==> config.mk <==
export PLATFORM = sky130hd
export DESIGN_NAME = switch_select_debounce
export DESIGN_NICKNAME = d
export VERILOG_FILES = /design/src/rtl/switch_pkg.sv /design/src/rtl/debounce_filter.sv /design/src/rtl/switch_select_debounce.sv
export SDC_FILE = /design/constraint.sdc
export NUM_CORES = 1
export LEC_CHECK = 0
export CORE_AREA = 2 2 90 84
export CTS_BUF_LIST = sky130_fd_sc_hd__clkbuf_2 sky130_fd_sc_hd__clkbuf_4 sky130_fd_sc_hd__clkbuf_8
export DETAILED_ROUTE_END_ITERATION = 10
export DIE_AREA = 0 0 92 86
export SYNTH_ARGS = -nofsm -noshare
export SYNTH_HDL_FRONTEND = slang
export SYNTH_HIERARCHICAL = 1
export SYNTH_SLANG_ARGS = --single-unit
==> constraint.sdc <==
create_clock -name i_Clk -period 2.3 [get_ports i_Clk]
set_clock_uncertainty 0.05 [all_clocks]
set_input_delay 0.46 -clock i_Clk [delete_from_list [all_inputs] [get_ports i_Clk]]
set_output_delay 0.46 -clock i_Clk [all_outputs]
set_load 0.1 [all_outputs]
==> src/rtl/switch_pkg.sv <==
// ============================================================================
// switch_pkg : shared constants for the switch conditioning stage
// Rev 1.0
// ============================================================================
`default_nettype none

package switch_pkg;

  localparam int DEBOUNCE_10MS_25MHZ = 250000;
  localparam int SELECT_W            = 2;

endpackage : switch_pkg

`default_nettype wire

==> src/rtl/debounce_filter.sv <==
// ============================================================================
// debounce_filter : 2-flop synchroniser followed by a stable-count debouncer
// Rev 1.0
// ============================================================================
`default_nettype none

module debounce_filter
  import switch_pkg::*;
#(
  parameter int DEBOUNCE_LIMIT = DEBOUNCE_10MS_25MHZ
) (
  input  logic i_Clk,
  input  logic i_Rst_L,
  input  logic i_Raw,
  output logic o_State
);

  localparam int               CNT_W   = $clog2(DEBOUNCE_LIMIT);
  localparam logic [CNT_W-1:0] CNT_MAX = CNT_W'(DEBOUNCE_LIMIT - 1);

  logic             sync1_q;
  logic             sync2_q;
  logic             state_q;
  logic             state_d;
  logic [CNT_W-1:0] count_q;
  logic [CNT_W-1:0] count_d;

  // Any sample matching the accepted level restarts qualification from zero.
  always_comb begin
    state_d = state_q;
    count_d = count_q;
    if (sync2_q == state_q) begin
      count_d = '0;
    end else if (count_q == CNT_MAX) begin
      state_d = sync2_q;
      count_d = '0;
    end else begin
      count_d = count_q + 1'b1;
    end
  end

  always_ff @(posedge i_Clk) begin
    if (!i_Rst_L) begin
      sync1_q <= 1'b0;
      sync2_q <= 1'b0;
      state_q <= 1'b0;
      count_q <= '0;
    end else begin
      sync1_q <= i_Raw;
      sync2_q <= sync1_q;
      state_q <= state_d;
      count_q <= count_d;
    end
  end

  assign o_State = state_q;

endmodule : debounce_filter

`default_nettype wire

==> src/rtl/switch_select_debounce.sv <==
// ============================================================================
// switch_select_debounce : debounced switch pair, packed select, settle flag
//                          and change strobe for the selective-blink demux
// Rev 1.0
// ============================================================================
`default_nettype none

module switch_select_debounce
  import switch_pkg::*;
#(
  parameter int DEBOUNCE_LIMIT = DEBOUNCE_10MS_25MHZ
) (
  input  logic                i_Clk,
  input  logic                i_Rst_L,
  input  logic                i_Switch_1,
  input  logic                i_Switch_2,
  output logic                o_Switch_1,
  output logic                o_Switch_2,
  output logic [SELECT_W-1:0] o_Select,
  output logic                o_Select_Valid,
  output logic                o_Change_Pulse
);

  localparam int            SETTLE_W   = $clog2(DEBOUNCE_LIMIT + 3);
  localparam logic [SETTLE_W-1:0] SETTLE_SAT = SETTLE_W'(DEBOUNCE_LIMIT + 2);

  logic [SELECT_W-1:0] w_raw;
  logic [SELECT_W-1:0] w_state;

  logic [SETTLE_W-1:0] settle_q;
  logic [SETTLE_W-1:0] settle_d;
  logic                valid_q;
  logic                valid_prev_q;
  logic [SELECT_W-1:0] sel_prev_q;
  logic                pulse_q;

  assign w_raw = {i_Switch_2, i_Switch_1};

  for (genvar g = 0; g < SELECT_W; g++) begin : g_switch
    debounce_filter #(
      .DEBOUNCE_LIMIT (DEBOUNCE_LIMIT)
    ) u_filter (
      .i_Clk   (i_Clk),
      .i_Rst_L (i_Rst_L),
      .i_Raw   (w_raw[g]),
      .o_State (w_state[g])
    );
  end

  always_comb begin
    settle_d = settle_q;
    if (settle_q != SETTLE_SAT) begin
      settle_d = settle_q + 1'b1;
    end
  end

  // The strobe is gated by validity as it stood before the select moved, so a
  // level captured on the same edge that valid rises never produces a pulse.
  always_ff @(posedge i_Clk) begin
    if (!i_Rst_L) begin
      settle_q     <= '0;
      valid_q      <= 1'b0;
      valid_prev_q <= 1'b0;
      sel_prev_q   <= '0;
      pulse_q      <= 1'b0;
    end else begin
      settle_q     <= settle_d;
      valid_q      <= (settle_d == SETTLE_SAT);
      valid_prev_q <= valid_q;
      sel_prev_q   <= w_state;
      pulse_q      <= (w_state != sel_prev_q) && valid_prev_q;
    end
  end

  assign o_Switch_1     = w_state[0];
  assign o_Switch_2     = w_state[1];
  assign o_Select       = w_state;
  assign o_Select_Valid = valid_q;
  assign o_Change_Pulse = pulse_q;

endmodule : switch_select_debounce

`default_nettype wire

==> metrics.md <==
| Metric | Value |
|---|---|
| VDD IR max | `0.347 mV` |
| IO Count | `10` |
| Setup violators final | `0` |
| Synth Area in Adders | `1.56%` |
| Ranking of synthesized cells by area | `dfxtp_1, xnor2_1, nor2_1, and2_1, nor4_1` |
| Largest family of logic cells by synthesized area | `simple AND/OR/NAND/NOR gates` |
| Layout cell share with drive strength beyond 1 | `13.2%` |
| Diode count | `0` |
| Worst hold path class | `flip-flop to flip-flop` |
| Vias in the first global route | `2227` |
| Critical path launch point type | `flip-flop` |
| Mapped Area | `3200 µm²` |
| CTS tree | `yes` |
| Ys Warns | `6` |
| H-tree levels | `3` |
| RSZ-0062 raised after global routing | `false` |
| Critical Path End Type | `flip-flop` |
| Global Route Usage Sum | `16.1%` |
| Syn-to-layout area delta | `10.4%` |
| FFs w/ async S/R, synth | `0%` |
| Worst-Skew Late Latency | `0.34 ns` |
| Via density | `5.14` |
| Post-synthesis mux area share | `1.17%` |
| Die Wd | `92 µm` |
| Slowest CP cell | `or3_1` |
| Status | `completed` |
| Number of fill cells | `673` |
| Wire length per cell | `12.3 µm` |
| Final core occ | `51.3%` |
| Post-synth top area cell | `dfxtp_1` |
| Syn_nets | `359` |
| # nets final | `369` |
| DRC viols | `0` |
| Max Transition Viols Final | `0` |
| Starting density of the core | `46.4%` |
| Worst hold stages | `2` |
| Total core area | `6890 µm²` |
| Crit path cell chain | `nand3_2 -> or3_1 -> mux2_4 -> o22a_1 -> nor4_2` |
| Die Height | `86 µm` |
| Root buffer cell | `clkbuf_8` |
| Max Root-Sink Buffers | `2` |
| Number of synthesized flops with an enable pin | `0` |
| Slew HR | `74.1%` |
| Hold-fix buffers, CTS | `0` |
| Peak Freq | `500 MHz` |
| Yosys top cell area share | `40.7%` |
| Routability congestion estimate from global placement | `0.871` |
| Number of max-cap violations | `0` |
| Register area share after synthesis | `40.7%` |
| Cell area after layout | `3530 µm²` |
| Simple-gate share of the synthesized area | `32.6%` |
| Final period util | `87.0%` |
| Compound-gate portion of the synthesized area | `5.67%` |
| Number of cell rows | `29` |
| Clock sink total | `65` |
| Number of setup buffers added after CTS | `0` |
| TNS Setup | `0 ns` |
| Post-synth cell types | `51` |
| Die area | `7910 µm²` |
| Crit path largest cell delay | `0.49 ns` |
| Vias | `2352` |
| Pwr Density | `616 nW/µm²` |
| Reg clk slew, reported paths | `0.06 ns` |
| Top FF cell, synth | `dfxtp_1` |
| First-pass GRT wire length | `10200 µm` |
| Placed cell areas | `3330 µm²` |
| Min Tclk post-route | `2.00 ns` |
| Cells after Synth | `351` |
| Static Leak | `1.16 nW` |
| Footprint of the multi-input gates | `1750 µm²` |
| Post-DP HPWL | `3940 µm` |
| CP max FO | `9` |
| Kind of critical path | `flip-flop to flip-flop` |
| Port Buffers | `9` |
| Final hold violations | `0` |
| Largest net degree at the start of global routing | `19` |
| Post-cts gate resize count | `0` |
| Critical path required time | `2.50 ns` |
| CTS buffer count | `9` |
| Antenna violations before repair | `0` |
| Initial DRT Pass Iterations | `4` |
| Syn Area/Cell | `9.12 µm²` |
| Reg2reg path depth | `5` |
| FF/Latch Area | `1300 µm²` |
| Worst EP arrival | `2.20 ns` |
| Commonest non-fill, non-tap cell in the layout | `dfxtp_1` |
| Least-Margin Pin Slew | `0.385 ns` |
| Grt total ovfl | `0` |
| Xor/xnor share of the synthesized area | `13.7%` |
| Commonest cells after routing, fill and taps aside | `dfxtp_1, nor2_1, xnor2_1` |
| Synth Register Bits | `65` |
| Antenna viol nets, final | `0` |
| DRT iter0 DRCs | `95` |
| Routed wire length | `5640 µm` |
-- through the flow --
step	worst slack (ns)	power [mW]	hold slack [ns]	instances
final	0.298	2.18	0.373	458
after global routing	0.133	2.27	0.400	458
after CTS	0.295	2.21	0.371	458
after detailed placement	0.311	1.21	0.362	443
after global placement	0.367	1.21	0.361	443
after floorplan	0.340	1.20	0.347	351
-- worst max-delay path: cells and delay by family (launching register included) --
family / cells / cell delay, ns
AOI/OAI and AO/OA: 1 / 0.20
DFF: 1 / 0.48
muxes: 1 / 0.33
and+or+nand+nor: 3 / 0.84
-- layout make-up --
cell class,count,area share [%]
clock buffers,13,4.71
clock inverters,2,1.06
inverters,13,1.38
multi-input cells,258,49.5
flip-flops and latches,65,36.8
well taps,93,3.29
repair buffers,14,3.19
-- path summary, 6_finish.rpt --
path               endpoint  slack [ns]         start
max          o_Select_Valid        0.30   settle_q[2]
min          o_Change_Pulse        0.37  valid_prev_q
max reg2reg  o_Select_Valid        0.30   settle_q[2]
min reg2reg  o_Change_Pulse        0.37  valid_prev_q
-- flip-flops by register name (all words and copies together), names as in the netlist --
| name | flops |
|---|---|
| valid_prev_q | 1 |
| g_switch.u_filter/sync2_q | 2 |
| o_Change_Pulse | 1 |
| g_switch.u_filter/o_State | 2 |
| g_switch.u_filter/count_q | 36 |
| g_switch.u_filter/sync1_q | 2 |
| o_Select_Valid | 1 |
| settle_q | 18 |
| sel_prev_q | 2 |
-- cell families after synthesis --
kind of cell,after synthesis
xor+xnor,50
simple gates,176
buf+inv,28
compound gates,25
fa+ha+maj,4
flops,65
mux,3
-- report_power, final --
part	internal [mW]	leakage [nW]	switching, mW	total, mW
Combinational	0.0214	0.531	0.0241	0.0455
Clock	0.578	0.103	0.409	0.988
Sequential	1.13	0.525	0.00911	1.14
-- per-layer routing --
| metal | share of wire, % | up-vias | track usage [%] | routed length (µm) |
|---|---|---|---|---|
| met5 | 0 | - | 0 | 0 |
| met4 | 1.8 | 0 | 7.06 | 100 |
| met3 | 3.6 | 10 | 4.31 | 204 |
| met2 | 43 | 33 | 24.9 | 2400 |
| met1 | 52 | 1075 | 21.1 | 2930 |
| li1 | - | 1234 | - | - |
-- cells in the mapped netlist, drive strengths merged, types with 6 or more instances --
cell type   n
nor4       16
xnor2      40
and2       23
buf         9
nand2      18
nand3      17
inv        13
dfxtp      65
o21a        6
xor2       10
clkbuf      6
nor2       41
nor3       16
nand4      13
Note: power is estimated with default switching activity, not from simulation.
